`src/rtl/uart_pkg.sv`:
```
// Shared UART definitions for the multi-byte transmitter and receiver.
// Holds the frame header bytes, the baud divider helper and the frame FSM states.
package uart_pkg;

  localparam logic [7:0] HDR0 = 8'h55;
  localparam logic [7:0] HDR1 = 8'hAA;

  typedef enum logic [2:0] {
    S_IDLE = 3'd0,
    S_HDR0 = 3'd1,
    S_HDR1 = 3'd2,
    S_PAY  = 3'd3,
    S_CHK  = 3'd4,
    S_DONE = 3'd5
  } frame_state_e;

  // Cycles per bit; integer division truncates towards zero.
  function automatic int unsigned bps_cnt(input int unsigned clk, input int unsigned bps);
    return clk / bps;
  endfunction

endpackage

```
`src/rtl/uart_byte_tx.sv`:
```
// Single-byte 8N1 serialiser. Owns the baud and bit counters.
// byte_ready is high while idle and during the last cycle of a stop bit, so the
// parent can chain bytes back-to-back without an idle gap on the line.
module uart_byte_tx #(
  parameter int unsigned BPS_CNT = 434
) (
  input  logic       sys_clk,
  input  logic       sys_rst,
  input  logic       byte_start,
  input  logic [7:0] byte_data,
  output logic       txd,
  output logic       byte_ready
);

  localparam int unsigned CW = (BPS_CNT > 1) ? $clog2(BPS_CNT) : 1;
  localparam logic [CW-1:0] BAUD_LAST = CW'(BPS_CNT - 1);

  logic          active_q, active_d;
  logic [3:0]    bit_idx_q, bit_idx_d;
  logic [CW-1:0] baud_q, baud_d;
  logic [8:0]    shift_q, shift_d;
  logic          txd_q, txd_d;
  logic          last_s;

  assign last_s     = active_q && (bit_idx_q == 4'd9) && (baud_q == BAUD_LAST);
  assign byte_ready = !active_q || last_s;
  assign txd        = txd_q;

  // Next-state logic: load a byte, advance the baud/bit counters, or idle high.
  always_comb begin
    active_d  = active_q;
    bit_idx_d = bit_idx_q;
    baud_d    = baud_q;
    shift_d   = shift_q;
    txd_d     = txd_q;
    if (byte_start && byte_ready) begin
      active_d  = 1'b1;
      bit_idx_d = 4'd0;
      baud_d    = '0;
      shift_d   = {1'b1, byte_data};
      txd_d     = 1'b0;
    end else if (active_q) begin
      if (baud_q == BAUD_LAST) begin
        baud_d = '0;
        if (bit_idx_q == 4'd9) begin
          active_d = 1'b0;
          txd_d    = 1'b1;
        end else begin
          bit_idx_d = bit_idx_q + 4'd1;
          txd_d     = shift_q[0];
          shift_d   = {1'b1, shift_q[8:1]};
        end
      end else begin
        baud_d = baud_q + CW'(1);
      end
    end else begin
      txd_d = 1'b1;
    end
  end

  // Serialiser registers; the line is held high in reset.
  always_ff @(posedge sys_clk) begin
    if (sys_rst) begin
      active_q  <= 1'b0;
      bit_idx_q <= 4'd0;
      baud_q    <= '0;
      shift_q   <= 9'h1FF;
      txd_q     <= 1'b1;
    end else begin
      active_q  <= active_d;
      bit_idx_q <= bit_idx_d;
      baud_q    <= baud_d;
      shift_q   <= shift_d;
      txd_q     <= txd_d;
    end
  end

endmodule

```
`src/rtl/uart_mult_byte_tx.sv`:
```
// Multi-byte UART packet transmitter: 0x55 0xAA payload[0..len-1] [CHK], 8N1.
// Optional feature macro: UART_TX_CHECKSUM_EN appends a modulo-256 sum of the
// payload bytes after the payload. Without it the frame ends after the payload.
module uart_mult_byte_tx
  import uart_pkg::*;
#(
  parameter int unsigned CLK_FREQ  = 50_000_000,
  parameter int unsigned UART_BPS  = 115200,
  parameter int unsigned MAX_BYTES = 12
) (
  input  logic                   sys_clk,
  input  logic                   sys_rst,
  input  logic                   tx_start,
  input  logic [3:0]             tx_len,
  input  logic [8*MAX_BYTES-1:0] tx_payload,
  output logic                   uart_txd,
  output logic                   tx_busy,
  output logic                   tx_done,
  output logic                   tx_err,
  output logic [3:0]             byte_cnt
);

  localparam int unsigned BPS_CNT = bps_cnt(CLK_FREQ, UART_BPS);
  localparam logic [3:0]  MAX_LEN = 4'(MAX_BYTES);

  frame_state_e           state_q, state_d;
  logic [3:0]             len_q, len_d;
  logic [8*MAX_BYTES-1:0] payload_q, payload_d;
  logic [3:0]             byte_cnt_q, byte_cnt_d;
  logic                   busy_q, done_q, err_q, err_d;
  logic                   byte_start_s, byte_ready_s, legal_s;
  logic [7:0]             byte_data_s;
`ifdef UART_TX_CHECKSUM_EN
  logic [7:0]             chk_q, chk_d;
`endif

  assign legal_s  = (tx_len != 4'd0) && (tx_len <= MAX_LEN);
  assign tx_busy  = busy_q;
  assign tx_done  = done_q;
  assign tx_err   = err_q;
  assign byte_cnt = byte_cnt_q;

  uart_byte_tx #(.BPS_CNT(BPS_CNT)) u_byte_tx (
    .sys_clk    (sys_clk),
    .sys_rst    (sys_rst),
    .byte_start (byte_start_s),
    .byte_data  (byte_data_s),
    .txd        (uart_txd),
    .byte_ready (byte_ready_s)
  );

  // Frame sequencer: picks the next byte whenever the serialiser is ready.
  // The payload register shifts down one byte per load, so byte 0 is always [7:0].
  always_comb begin
    state_d      = state_q;
    len_d        = len_q;
    payload_d    = payload_q;
    byte_cnt_d   = byte_cnt_q;
    err_d        = 1'b0;
    byte_start_s = 1'b0;
    byte_data_s  = 8'h00;
`ifdef UART_TX_CHECKSUM_EN
    chk_d        = chk_q;
`endif
    case (state_q)
      S_IDLE: begin
        byte_cnt_d = 4'd0;
        if (tx_start) begin
          if (legal_s) begin
            state_d      = S_HDR0;
            len_d        = tx_len;
            payload_d    = tx_payload;
            byte_start_s = 1'b1;
            byte_data_s  = HDR0;
`ifdef UART_TX_CHECKSUM_EN
            chk_d        = 8'h00;
`endif
          end else begin
            err_d = 1'b1;
          end
        end else begin
          state_d = S_IDLE;
        end
      end
      S_HDR0: begin
        if (byte_ready_s) begin
          byte_start_s = 1'b1;
          byte_data_s  = HDR1;
          state_d      = S_HDR1;
        end else begin
          state_d = S_HDR0;
        end
      end
      S_HDR1: begin
        if (byte_ready_s) begin
          byte_start_s = 1'b1;
          byte_data_s  = payload_q[7:0];
          payload_d    = payload_q >> 8;
          byte_cnt_d   = 4'd0;
`ifdef UART_TX_CHECKSUM_EN
          chk_d        = chk_q + payload_q[7:0];
`endif
          state_d      = S_PAY;
        end else begin
          state_d = S_HDR1;
        end
      end
      S_PAY: begin
        if (byte_ready_s) begin
          if (byte_cnt_q == (len_q - 4'd1)) begin
            byte_cnt_d = 4'd0;
`ifdef UART_TX_CHECKSUM_EN
            byte_start_s = 1'b1;
            byte_data_s  = chk_q;
            state_d      = S_CHK;
`else
            state_d      = S_DONE;
`endif
          end else begin
            byte_start_s = 1'b1;
            byte_data_s  = payload_q[7:0];
            payload_d    = payload_q >> 8;
            byte_cnt_d   = byte_cnt_q + 4'd1;
`ifdef UART_TX_CHECKSUM_EN
            chk_d        = chk_q + payload_q[7:0];
`endif
          end
        end else begin
          state_d = S_PAY;
        end
      end
      S_CHK: begin
`ifdef UART_TX_CHECKSUM_EN
        if (byte_ready_s) begin
          state_d = S_DONE;
        end else begin
          state_d = S_CHK;
        end
`else
        state_d = S_IDLE;
`endif
      end
      S_DONE: begin
        state_d = S_IDLE;
      end
      default: begin
        state_d = S_IDLE;
      end
    endcase
  end

  // State, captured request and registered status outputs.
  always_ff @(posedge sys_clk) begin
    if (sys_rst) begin
      state_q    <= S_IDLE;
      len_q      <= 4'd0;
      payload_q  <= '0;
      byte_cnt_q <= 4'd0;
      busy_q     <= 1'b0;
      done_q     <= 1'b0;
      err_q      <= 1'b0;
`ifdef UART_TX_CHECKSUM_EN
      chk_q      <= 8'h00;
`endif
    end else begin
      state_q    <= state_d;
      len_q      <= len_d;
      payload_q  <= payload_d;
      byte_cnt_q <= byte_cnt_d;
      busy_q     <= (state_d == S_HDR0) || (state_d == S_HDR1) ||
                    (state_d == S_PAY)  || (state_d == S_CHK);
      done_q     <= (state_d == S_DONE);
      err_q      <= err_d;
`ifdef UART_TX_CHECKSUM_EN
      chk_q      <= chk_d;
`endif
    end
  end

endmodule

```
`config.mk`:
```
export PLATFORM = sky130hd
export DESIGN_NAME = uart_mult_byte_tx
export DESIGN_NICKNAME = d
export VERILOG_FILES = /design/src/rtl/uart_pkg.sv /design/src/rtl/uart_byte_tx.sv /design/src/rtl/uart_mult_byte_tx.sv
export SDC_FILE = /design/constraint.sdc
export NUM_CORES = 1
export LEC_CHECK = 0
export BUFFER_PORTS_ARGS = -buffer_cell sky130_fd_sc_hd__buf_4
export CAP_MARGIN = 20
export CORE_MARGIN = 2
export CORE_UTILIZATION = 54
export CTS_BUF_LIST = sky130_fd_sc_hd__clkbuf_4
export DETAILED_ROUTE_END_ITERATION = 7
export PLACE_DENSITY_LB_ADDON = 0.25
export SETUP_SLACK_MARGIN = 0.15
export SLEW_MARGIN = 20
export SYNTH_ARGS = -nofsm -noshare
export SYNTH_HDL_FRONTEND = slang
export SYNTH_HIERARCHICAL = 1
export SYNTH_SLANG_ARGS = --single-unit
```
`constraint.sdc`:
```
create_clock -name sys_clk -period 3.7 [get_ports sys_clk]
set_input_delay 0 -clock sys_clk [delete_from_list [all_inputs] [get_ports sys_clk]]
set_output_delay 0 -clock sys_clk [all_outputs]
set_load 0.01 [all_outputs]
```
* Word level (Yosys, flattened, before mapping)
Index checks and enable logic that the tools add are counted. Widths: inputs -> output; s select.
Storage, ports and cells: register bits 133
Operators by class: $add $sub $neg 4, order comparisons 1, eq/ne operators 18, muxes and demuxes 44, bitwise logic cells 3, reductions and logical operators 22
Operators by type and width (number):
- $mux 96 | 5
- $pmux 96 s3 | 1
- $mux 8 | 8
- $pmux 8 s4 | 1
- $mux 1 | 15
- $mux 7 | 2
- $eq 3x2->1 const B | 4
- $mux 3 | 4
- $mux 4 | 3
- $pmux 3 s4 | 1
- $pmux 4 s3 | 1
- $reduce_and 3->1 | 4
- $add 9x1->9 const B | 1
- $eq 9x9->1 const B | 1
- $mux 9 | 1
- $add 4x1->4 const B | 2
- $ne 2x2->1 const B | 4
- $eq 3x1->1 const B | 2
- $eq 3x3->1 const B | 2
- $reduce_and 6->1 | 1
- $eq 4x4->1 | 1
- $eq 4x4->1 const B | 1
- $le 4x4->1 const B | 1
- $logic_and 1x1->1 | 4
- other kinds (14) | 22

* Logic depth before layout (Yosys ltp)
word-level depth 10, gate-level depth with buffers 17

* Modules after synthesis
The synthesis kept the hierarchy.
Modules (own cells, without submodules):
- uart_mult_byte_tx | times used 1, cells an instance 617, area each 5900.7 um^2
- uart_byte_tx | times used 1, cells an instance 128, area each 1137.3 um^2

* Worst setup path before layout
No wires, ideal clock.
kind reg2reg, from register u_byte_tx.baud_q[6], to register u_byte_tx.baud_q[2], data arrival time 3.073 ns, data required time 3.576 ns, setup slack 0.503 ns, cell stages (with the launch flop) 15, cell sequence dfxtp_1 -> or4b_4 -> o21a_2 -> a21oi_1 -> clkbuf_1 -> and2_1 -> a41o_1 -> o311ai_4 -> buf_6 -> buf_6 -> o21ai_0 -> clkbuf_1 -> nor2_1 -> o21bai_2 -> nor2_1
Between the ends: word-level cells in the longest chain between the ends 7, elaborated cells on any way between the ends 9
Ends and longest elaborated chain:
- start, declared | RTL line uart_byte_tx.sv:20 | logic [CW-1:0] baud_q, baud_d;
- start signal, assigned | RTL line uart_byte_tx.sv:72 | baud_q <= baud_d;
- $eq 9x9->1 (*) | RTL line uart_byte_tx.sv:25 | assign last_s = active_q && (bit_idx_q == 4'd9) && (baud_q == BAUD_LAST);
- $logic_and 1x1->1 (*) | RTL line uart_byte_tx.sv:25
- $logic_or 1x1->1 (*) | RTL line uart_byte_tx.sv:26 | assign byte_ready = !active_q || last_s;
- net byte_ready_s | RTL line uart_mult_byte_tx.sv:31 | logic byte_start_s, byte_ready_s, legal_s;
- $mux 1, on equally long branches | RTL line uart_mult_byte_tx.sv:109, uart_mult_byte_tx.sv:86, uart_mult_byte_tx.sv:95
- $pmux 1 s3 (*) | RTL line uart_mult_byte_tx.sv:65 | case (state_q)
- net byte_start_s | RTL line uart_mult_byte_tx.sv:31
- $logic_and 1x1->1 (*) | RTL line uart_byte_tx.sv:36 | if (byte_start && byte_ready) begin
- $reduce_or 2->1 (no line) (*)
Mark *: on every way through the listed nets, which the timed path passes. The rest lies on a longest branch. A chain may end at the register's enable or synchronous reset.

* Worst setup path after layout
from register u_byte_tx.baud_q[6], to register u_byte_tx.shift_q[7]
Between the ends: word-level cells in the longest chain between the ends 8, elaborated cells on any way between the ends 16
Ends and longest elaborated chain:
- $eq 9x9->1 (*) | RTL line uart_byte_tx.sv:25
- $logic_and 1x1->1 (*) | RTL line uart_byte_tx.sv:25
- $logic_or 1x1->1 (*) | RTL line uart_byte_tx.sv:26
- net byte_ready_s | RTL line uart_mult_byte_tx.sv:31
- $mux 1, on equally long branches | RTL line uart_mult_byte_tx.sv:109, uart_mult_byte_tx.sv:86, uart_mult_byte_tx.sv:95
- $pmux 1 s3 (*) | RTL line uart_mult_byte_tx.sv:65
- net byte_start_s | RTL line uart_mult_byte_tx.sv:31
- $logic_and 1x1->1 (*) | RTL line uart_byte_tx.sv:36
- $ne 2x2->1 (no line) / $reduce_bool 2->1 (equally long branches)
- $reduce_and 3->1 (no line)
- end signal, assigned | RTL line uart_byte_tx.sv:73 | shift_q <= shift_d;
- end, declared | RTL line uart_byte_tx.sv:21 | logic [8:0] shift_q, shift_d;
Marked as above.

==> flow_summary_export.csv <==
group,metric,value,unit
setup_path,crit_path_max_fanout,14,
power,p_leak,3.76,nW
grt,globalRouteTotalUtil,25.1,%
floorplanning,floorplan.io_pins,111,
status,outcome,"complete, no violations",
power,total_power,3.64,mW
floorplanning,floorplan.core_area,12700,um2
setup_path,timing_worst_setup_path_type,"flip-flop to flip-flop",
hold_path,min-delay-start,"sys_rst",
power,worst_ir_drop_vdd,0.254,mV
floorplanning,die_w,118,um
timing,timing_worst_slew_pin_value,0.973,ns
yosys,synth.distinct_cells,52,
timing,achievable-frequency,338,MHz
setup_path,worst_setup_path_start_kind,"flip-flop",
routing,num_vias,5978,
floorplanning,fp.dieH,118,um
clock_network,clk-insertion-delay-late,0.54,ns
clock_network,tritoncts_clock_tree,"built",
setup_path,end_kind,"flip-flop",
placed_design,placement.cell_area,7910,um2
clock_network,cts.sink_count,133,
timing,timing.final.setup_violations,0,
setup_path,crit_path_arrival_time,3.39,ns
placed_design,place_congestion,0.898,
flow_run,max_cap_viols,0,
hold_path,worstHoldPathCells,2,
yosys,synth-main-ff-cell,"sky130_fd_sc_hd__dfxtp_1",
timing,skew,0.0166,ns
placed_design,post-place-cells,986,
clock_network,ctsHoldBuffers,102,
grt,overflow,0,
timing,layout_min_cycle_time,2.96,ns
routing,drt-wirelength-per-cell,15.3,um
cells_and_area,area_growth,30.9,%
setup_path,cells_on_worst_reg2reg_path,11,
floorplanning,floorplan.die_area,14000,um2
cells_and_area,fill_cells,879,
timing,timing.hold.ws,0.238,ns
clock_network,total_number_of_h_tree_levels,4,
yosys,syn_inst,745,
placed_design,dp_slack,0.751,ns
routing,routed_wl,17100,um
yosys,synth.cell_area,7040,um2
routing,drt_first_iter_violations,375,
yosys,yosys_register_bits,133,
cells_and_area,share_of_layout_cells_above_drive_strength_1,24.9,%
clock_network,postCtsResizedCells,0,
timing,final_max_slew_viol_count,0,
timing,final_hold_viol_count,0,
power,power-per-cell-area,395,nW/um2
cells_and_area,fin_area,9210,um2
placed_design,port-buffer-count,110,
routing,route.detailed.drc,0,
routing,vias_per_cell,5.33,
routing,drt_pass1_iterations,5,
yosys,syn_nets,854,
yosys,ys.warnings.count,6,
grt,antenna_found_initial,1,
hold_path,hold_crit_path_type,"input port to flip-flop",
yosys,number_of_enable_type_register_cells_in_the_synthesized_netlist,0,
yosys,synth.yosys.seq_area_share,37.8,%
grt,grt_pass1_vias,6136,
timing,total_negative_setup_slacks,0,ns
cells_and_area,final_instance_count_excl_fillers,1121,
placed_design,dp.final_hpwl,10300,um
grt,maximum_number_of_pins_on_one_net_before_global_route_repair,168,
cells_and_area,final_core_utilization,72.7,%
routing,final_antenna_net_count,0,
clock_network,cts.path.max_buffers,2,
yosys,postSynthAreaPerCell,9.45,um2
clock_network,post-cts-setup-buffer-count,0,
timing,post-route-period-util,80.0,%
floorplanning,row_count,41,
setup_path,critical_path_required,4.13,ns
clock_network,cts_inserted_buffers,17,
timing,max-slew-margin-rel,35.2,%
timing,fin_ws,0.738,ns
clock_network,cts_root_buf,"sky130_fd_sc_hd__clkbuf_4",
setup_path,crit-reg2reg-launch,"u_byte_tx/baud_q[6]",
grt,grt_first_pass_wirelength,28600,um
timing,rsz0062_at_grt,"no",
floorplanning,starting_density_of_the_core,55.5,%
yosys,ys_async_sr_fraction,0,%
cells_and_area,net_count_final,1044,
clock_network,clock_pin_slew_of_the_registers_on_the_worst_case_setup_and_hold_paths,0.11,ns
setup_path,critPathLaunch,"u_byte_tx/baud_q[6]",
[sequential cells by signal, indices dropped and copies added, names as in the netlist]
register	cells
u_byte_tx/baud_q	9
tx_done	1
byte_cnt	4
u_byte_tx/bit_idx_q	4
len_q	4
u_byte_tx/active_q	1
u_byte_tx/txd	1
payload_q	96
tx_err	1
state_q	3
u_byte_tx/shift_q	8
tx_busy	1
[report_power, final]
part           internal (mW)  total [mW]  switching, mW
combinational          0.540       0.993          0.454
sequential              1.59        1.69         0.0973
clock                  0.448       0.957          0.509
total                   2.58        3.64           1.06
[final timing paths]
| check | endpoint | slack (ns) |
|---|---|---|
| worst min register to register | payload_q[95] | 0.48 |
| worst max-delay path | u_byte_tx/shift_q[7] | 0.74 |
| worst max register to register | u_byte_tx/shift_q[7] | 0.74 |
| worst min-delay path | len_q[2] | 0.24 |
[logic make-up (layout without fill, tap and decap cells)]
logic type / after synthesis / after routing / synth area share (%)
AND/OR/NAND/NOR: 270 / 270 / 19.6
multiplexers: 182 / 182 / 27.4
flip-flops: 133 / 133 / 37.8
buffers and inverters: 69 / 271 / 4.32
AO/OA/AOI/OAI: 68 / 68 / 7.36
XOR/XNOR: 17 / 17 / 2.42
adder cells (fa/ha/maj): 6 / 6 / 1.07
other: 0 / 2 / 0
[per-layer routing]
| layer | part of all wire, % | vias up | wire length (um) | track usage (%) |
|---|---|---|---|---|
| li1 | - | 2951 | - | - |
| met1 | 42 | 2844 | 7210 | 28.8 |
| met2 | 52 | 136 | 8880 | 45.1 |
| met3 | 3.1 | 47 | 536 | 5.02 |
| met4 | 2.8 | 0 | 474 | 10.5 |
| met5 | 0 | - | 0 | 0 |
[area by class of cell]
cell class	instances	area (um2)	area share (%)
Antenna cell	2	5.00	0.0543
Clock buffer	17	128	1.39
Clock inverter	14	143	1.55
Inverter	21	78.8	0.856
Multi-Input combinational cell	543	4070	44.2
Sequential cell	133	2670	28.9
Tap cell	172	215	2.34
Timing Repair Buffer	219	1910	20.7
[critical path, cell delays in order (launching register included)]
cell and delay, ns:
sky130_fd_sc_hd__dfxtp_1 0.36, sky130_fd_sc_hd__or4b_4 0.59, sky130_fd_sc_hd__o21a_2 0.29, sky130_fd_sc_hd__a21oi_1 0.14
sky130_fd_sc_hd__buf_4 0.17, sky130_fd_sc_hd__and2_1 0.18, sky130_fd_sc_hd__a41o_1 0.17, sky130_fd_sc_hd__o311ai_4 0.12
sky130_fd_sc_hd__o21ai_0 0.11, sky130_fd_sc_hd__buf_4 0.20, sky130_fd_sc_hd__a21oi_1 0.07, sky130_fd_sc_hd__or4_1 0.45
[placed cells by master (no fill, tap or decap), drive strengths merged, types with 3 or more instances in the layout]
cell type	synthesis	routed
nor2	119	119
nand3	5	5
a21oi	10	10
clkbuf	30	18
buf	18	116
o311ai	5	5
dlygate4sd3	0	102
nand4	7	7
nor3	7	7
o21ai	17	17
nor4	3	3
a2bb2oi	8	8
mux2i	94	94
nand2b	11	11
xor2	6	6
inv	19	19
mux2	88	88
ha	6	6
o32ai	8	8
o41ai	4	4
nor2b	93	93
nand2	14	14
bufinv	0	3
dfxtp	133	133
xnor2	10	10
clkinv	2	12
[Yosys cell counts (4+ instances only)]
cell	count	area, um2
sky130_fd_sc_hd__ha_1	6	75.1
sky130_fd_sc_hd__nand4_1	7	43.8
sky130_fd_sc_hd__nor3_1	7	35.0
sky130_fd_sc_hd__buf_4	6	45.0
sky130_fd_sc_hd__nand3_1	5	25.0
sky130_fd_sc_hd__nor2b_1	93	582
sky130_fd_sc_hd__inv_1	19	71.3
sky130_fd_sc_hd__xnor2_1	9	78.8
sky130_fd_sc_hd__dfxtp_1	133	2660
sky130_fd_sc_hd__o41ai_1	4	35.0
sky130_fd_sc_hd__a21oi_1	10	50.1
sky130_fd_sc_hd__o32ai_1	8	70.1
sky130_fd_sc_hd__xor2_1	6	52.6
sky130_fd_sc_hd__clkbuf_1	30	113
sky130_fd_sc_hd__nor2_1	117	439
sky130_fd_sc_hd__o311ai_0	4	35.0
sky130_fd_sc_hd__buf_2	6	30.0
sky130_fd_sc_hd__mux2_2	79	890
sky130_fd_sc_hd__a2bb2oi_1	8	70.1
sky130_fd_sc_hd__mux2i_1	94	941
sky130_fd_sc_hd__nand2b_1	11	68.8
sky130_fd_sc_hd__mux2_1	9	101
sky130_fd_sc_hd__nand2_1	14	52.6
sky130_fd_sc_hd__buf_1	4	15.0
sky130_fd_sc_hd__o21ai_0	17	85.1
Power figures use the tool's default switching activity.
